**src/rtl/dir_debounce.sv**
```systemverilog
// Four independent direction debouncers: raw switches are captured, then each bit
// must disagree with its debounced value for DEBOUNCE_TICKS ce ticks before it updates.
// Optional macro DIR_DEBOUNCE_SYNC_EN turns the capture stage into a two-flop synchronizer.
module dir_debounce #(
    parameter int unsigned DEBOUNCE_TICKS = 8,
    parameter int unsigned CNT_W          = 8
) (
    input  logic       clock,
    input  logic       reset,
    input  logic       ce,
    input  logic [3:0] dirinput,
    output logic [3:0] diroutput,
    output logic [3:0] changed
);

    localparam int unsigned       NDIR     = 4;
    localparam logic [CNT_W-1:0] CNT_TERM = CNT_W'(DEBOUNCE_TICKS - 1);

    typedef enum logic {
        ST_STABLE  = 1'b0,
        ST_PENDING = 1'b1
    } st_e;

    logic [3:0] x_q;

`ifdef DIR_DEBOUNCE_SYNC_EN
    // dirinput is asynchronous; meta_q absorbs metastability before x_q is used
    logic [3:0] meta_q;

    always_ff @(posedge clock or posedge reset) begin
        if (reset) begin
            meta_q <= '0;
            x_q    <= '0;
        end else begin
            meta_q <= dirinput;
            x_q    <= meta_q;
        end
    end
`else
    always_ff @(posedge clock or posedge reset) begin
        if (reset) begin
            x_q <= '0;
        end else begin
            x_q <= dirinput;
        end
    end
`endif

    st_e              st_q  [NDIR];
    st_e              st_d  [NDIR];
    logic [CNT_W-1:0] cnt_q [NDIR];
    logic [CNT_W-1:0] cnt_d [NDIR];
    logic [3:0]       out_q;
    logic [3:0]       out_d;
    logic [3:0]       chg_q;
    logic [3:0]       chg_d;

    // A reverting input is checked before the terminal count, so a glitch always wins
    always_comb begin
        out_d = out_q;
        chg_d = '0;
        for (int i = 0; i < NDIR; i++) begin
            st_d[i]  = st_q[i];
            cnt_d[i] = cnt_q[i];
            case (st_q[i])
                ST_STABLE: begin
                    cnt_d[i] = '0;
                    if (x_q[i] != out_q[i]) begin
                        st_d[i] = ST_PENDING;
                    end
                end
                ST_PENDING: begin
                    if (x_q[i] == out_q[i]) begin
                        st_d[i]  = ST_STABLE;
                        cnt_d[i] = '0;
                    end else if (ce) begin
                        if (cnt_q[i] == CNT_TERM) begin
                            out_d[i] = x_q[i];
                            chg_d[i] = 1'b1;
                            cnt_d[i] = '0;
                            st_d[i]  = ST_STABLE;
                        end else begin
                            cnt_d[i] = cnt_q[i] + CNT_W'(1);
                        end
                    end
                end
                default: begin
                    st_d[i]  = ST_STABLE;
                    cnt_d[i] = '0;
                end
            endcase
        end
    end

    always_ff @(posedge clock or posedge reset) begin
        if (reset) begin
            out_q <= '0;
            chg_q <= '0;
            for (int i = 0; i < NDIR; i++) begin
                st_q[i]  <= ST_STABLE;
                cnt_q[i] <= '0;
            end
        end else begin
            out_q <= out_d;
            chg_q <= chg_d;
            for (int i = 0; i < NDIR; i++) begin
                st_q[i]  <= st_d[i];
                cnt_q[i] <= cnt_d[i];
            end
        end
    end

    assign diroutput = out_q;
    assign changed   = chg_q;

endmodule
```
**config.mk**
```make
export PLATFORM = sky130hd
export DESIGN_NAME = dir_debounce
export DESIGN_NICKNAME = d
export VERILOG_FILES = /design/src/rtl/dir_debounce.sv
export SDC_FILE = /design/constraint.sdc
export NUM_CORES = 1
export LEC_CHECK = 0
export BUFFER_PORTS_ARGS = -buffer_cell sky130_fd_sc_hd__buf_2
export CAP_MARGIN = 20
export CORE_MARGIN = 4
export CORE_UTILIZATION = 55
export DETAILED_ROUTE_END_ITERATION = 16
export PLACE_DENSITY = 0.73
export SLEW_MARGIN = 0
export SYNTH_ARGS = -nofsm -noshare
export SYNTH_HDL_FRONTEND = slang
export SYNTH_SLANG_ARGS = --single-unit
export TNS_END_PERCENT = 10
```
**constraint.sdc**
```tcl
create_clock -name clock -period 3.6 [get_ports clock]
set_input_delay 0.18 -clock clock [delete_from_list [all_inputs] [get_ports clock]]
set_output_delay 0.18 -clock clock [all_outputs]
set_load 0.03 [all_outputs]
```
==> metrics <==
routed wire length per instance=14.6 um; starting density of the core=58.6%; dominant cells by area after synthesis=dfrtp_1, a31oi_1, ha_1; count of distinct cell types in the synthesized netlist=40; endpoint required time on the critical path=3.83 ns; fraction of layout cells with a size suffix above 1=13.0%; global-route wire length before repair=7500 um; Max-slew headroom=36.8%; library cell used as clock root buffer=clkbuf_8; worst IR drop on VDD=323 uV; power per unit of standard cell area=392 nW/um^2; horizontal die dimension=74.2 um; number of pins with negative max-slew slack in the final report=0; Top Ports=15; type of element launching the critical path=flip-flop; placed instance area=2510 um^2; clock share of power=42.4%; number of nets with antenna violations after routing=0; synthesized area per cell=10.7 um^2; critical path fanouts, max=11; Clock Latency Late Sink=0.30 ns; Net Count, Synth=241; Finish-stage setup viols=0; vias after detailed routing=1,721; period utilization=52.6%; R2R Path Start=cnt_q[8]; vias in the first global route=1,679; gpl congestion=0.808; status=finished clean; post-route minimum period=1.89 ns; top flip-flop cell by instance count after synthesis=dfrtp_1; cell area after technology mapping=2410 um^2; start point of the critical path=cnt_q[8]; DIE AREA=5510 um^2; post-layout instance area=2680 um^2; critical path endpoint category=flip-flop; vertical die dimension=74.2 um; Yosys top cell by area=dfrtp_1; area delta synth->final=11.2%; Pint=838 uW; setup ws final=1.71 ns; power share of the combinational group=4.9%; number of diodes=0; pin count of the biggest net entering global routing=49; leakage power of the design=0.00128 uW; site row count=23; overall track demand over capacity in global routing=17.4%; number of cells produced by synthesis=226; routed wire length=4340 um; clock sinks=48; worst reg-to-reg setup slack=1.71 ns; count of synthesis-stage warnings from yosys=0; detail-routed via count per cell=5.79; Max Clock Skew=0.00846 ns; Worst Path Class, Setup=flip-flop to flip-flop; violation count after the first detailed-route iteration=102; net load switching power=213 uW; area share of the largest cell type after synthesis=49.8%; number of flip-flops and latches in the synthesized netlist=48; async set or reset register ratio after synthesis=100%; maximum number of buffers from clock root to sink=2; number of antenna violations at the first check in global routing=0; router iterations before antenna repair=4; sw frac=20.3%; number of max-cap violations=0; TritonCTS clock tree=built; dpl hpwl=2970 um; worst min-delay path class=input pin to asynchronous set/reset pin; pre-CTS setup slack=1.37 ns; CORE AREA=4120 um^2; unrepaired setup endpoints after global routing=no; total congestion overflow after global routing=0; part of the power in registers=52.7%; Gates resized, CTS repair=0; number of nets in the layout=262; number of hold-slack violations in the final timing report=0; number of synthesized flops with an enable pin=0; data arrival time of the critical path=2.12 ns; share of the yosys chip area belonging to registers=49.8%; maximum frequency from static timing analysis=0.528 GHz; measured slew at the worst slew-check pin=0.947 ns; Fin Setup TNS=0 ns; # H-tree levels=2; final routed DRC violation total=0; clock-pin slew on the worst setup and hold paths=0.09 ns; PortBufs=14; number of buffers added by the clock tree synthesis step=5
-- registers in the layout, summed over array words and instances (netlist names) --
| register | flops |
|---|---|
| diroutput | 4 |
| changed | 4 |
| st_q | 4 |
| x_q | 4 |
| cnt_q | 32 |
-- power by group through the flow --
stage               logic, uW  registers [uW]  clock network [uW]
floorplan                37.5             563                   0
global placement         47.8             564                   0
detailed placement       48.8             565                   0
CTS                      52.3             554                 461
global route             59.2             556                 478
finish                   51.6             554                 446
-- synth_stat cells, types with 2 or more instances --
master / n
a211oi_1: 2
a211oi_2: 2
a21o_1: 5
a21oi_1: 7
a22o_1: 7
a31oi_1: 16
a41oi_1: 2
and3_1: 11
and4_1: 3
buf_2: 3
buf_6: 2
dfrtp_1: 48
ha_1: 8
inv_1: 2
mux2_1: 4
mux2_2: 3
nand2_1: 25
nand2b_1: 6
nand3_1: 10
nor2_1: 15
nor3_1: 4
nor3b_1: 6
nor4b_2: 2
o21ai_0: 3
o31ai_1: 3
or3_1: 2
xnor2_1: 9
xor2_1: 4
-- path summary, 6_finish.rpt --
| check | cells past startpoint | end |
|---|---|---|
| max reg2reg | 5 | cnt_q[11] |
| min in group clock | 2 | st_q[2] |
| min reg2reg | 1 | cnt_q[23] |
| max in group asynchronous | 2 | changed[1] |
| min | 2 | cnt_q[26] |
| max | 5 | cnt_q[11] |
-- stage by stage --
stage               utilization (%)  power, uW  std cells  hold slack, ns
floorplan                         -        601        226           0.211
global placement               60.9        612        285           0.288
detailed placement             60.9        614        285           0.290
CTS                            65.0       1070        296           0.124
global route                   65.2       1090        297           0.168
finish                         65.2       1050        297          0.0957
-- critical path, cell delays in order, from the launching register on --
cell and delay [ns]:
dfrtp_1 0.42, ha_1 0.23, nor3b_1 0.16, a211oi_2 0.58, or2b_1 0.28, a31oi_1 0.15
-- cells in the final DEF (no fill, tap or decap), drive strengths merged --
cell / count
a211o: 1
a211oi: 4
a21o: 5
a21oi: 7
a22o: 7
a31oi: 16
a41oi: 2
and2: 1
and3: 11
and4: 3
and4bb: 1
buf: 15
bufinv: 2
clkbuf: 5
dfrtp: 48
dlygate4sd3: 4
ha: 8
inv: 3
mux2: 7
mux2i: 1
nand2: 25
nand2b: 6
nand3: 10
nand4: 1
nor2: 15
nor2b: 1
nor3: 4
nor3b: 6
nor4b: 3
o21ai: 4
o31ai: 3
or2: 1
or2b: 1
or3: 2
or4: 1
xnor2: 9
xor2: 4
-- cells by family (layout without fill, tap and decap cells) --
family,after synthesis,in the layout,synth area share (%)
xor+xnor,13,13,4.72
buf+inv,8,29,2.02
compound gates,49,49,14.2
simple gates,92,92,21.4
flops,48,48,49.8
mux,8,8,3.68
fa+ha+maj,8,8,4.15
-- cell type report --
| type | instances | area [um^2] |
|---|---|---|
| clock buffer | 5 | 68.8 |
| tap | 50 | 62.6 |
| timing repair buffer | 19 | 115 |
| fill | 333 | 1430 |
| multi-input combinational | 170 | 1160 |
| clock inverter | 2 | 60.1 |
| sequential | 48 | 1200 |
| inverter | 3 | 11.3 |
-- what timing repair did --
| action | 4_1_cts | 5_1_grt |
|---|---|---|
| hold endpoints to repair | 4 | 0 |
| hold buffers | 4 | 0 |
| buffers inserted | 0 | 0 |
-- metal layers --
metal	track usage (%)	routed length, um	up-vias
met1	22.8	2120	827
li1	-	-	871
met3	4.32	133	5
met4	4.74	51	0
met2	28.9	2040	18
met5	0	0	-
No activity file was read; power rests on OpenSTA's default activity.
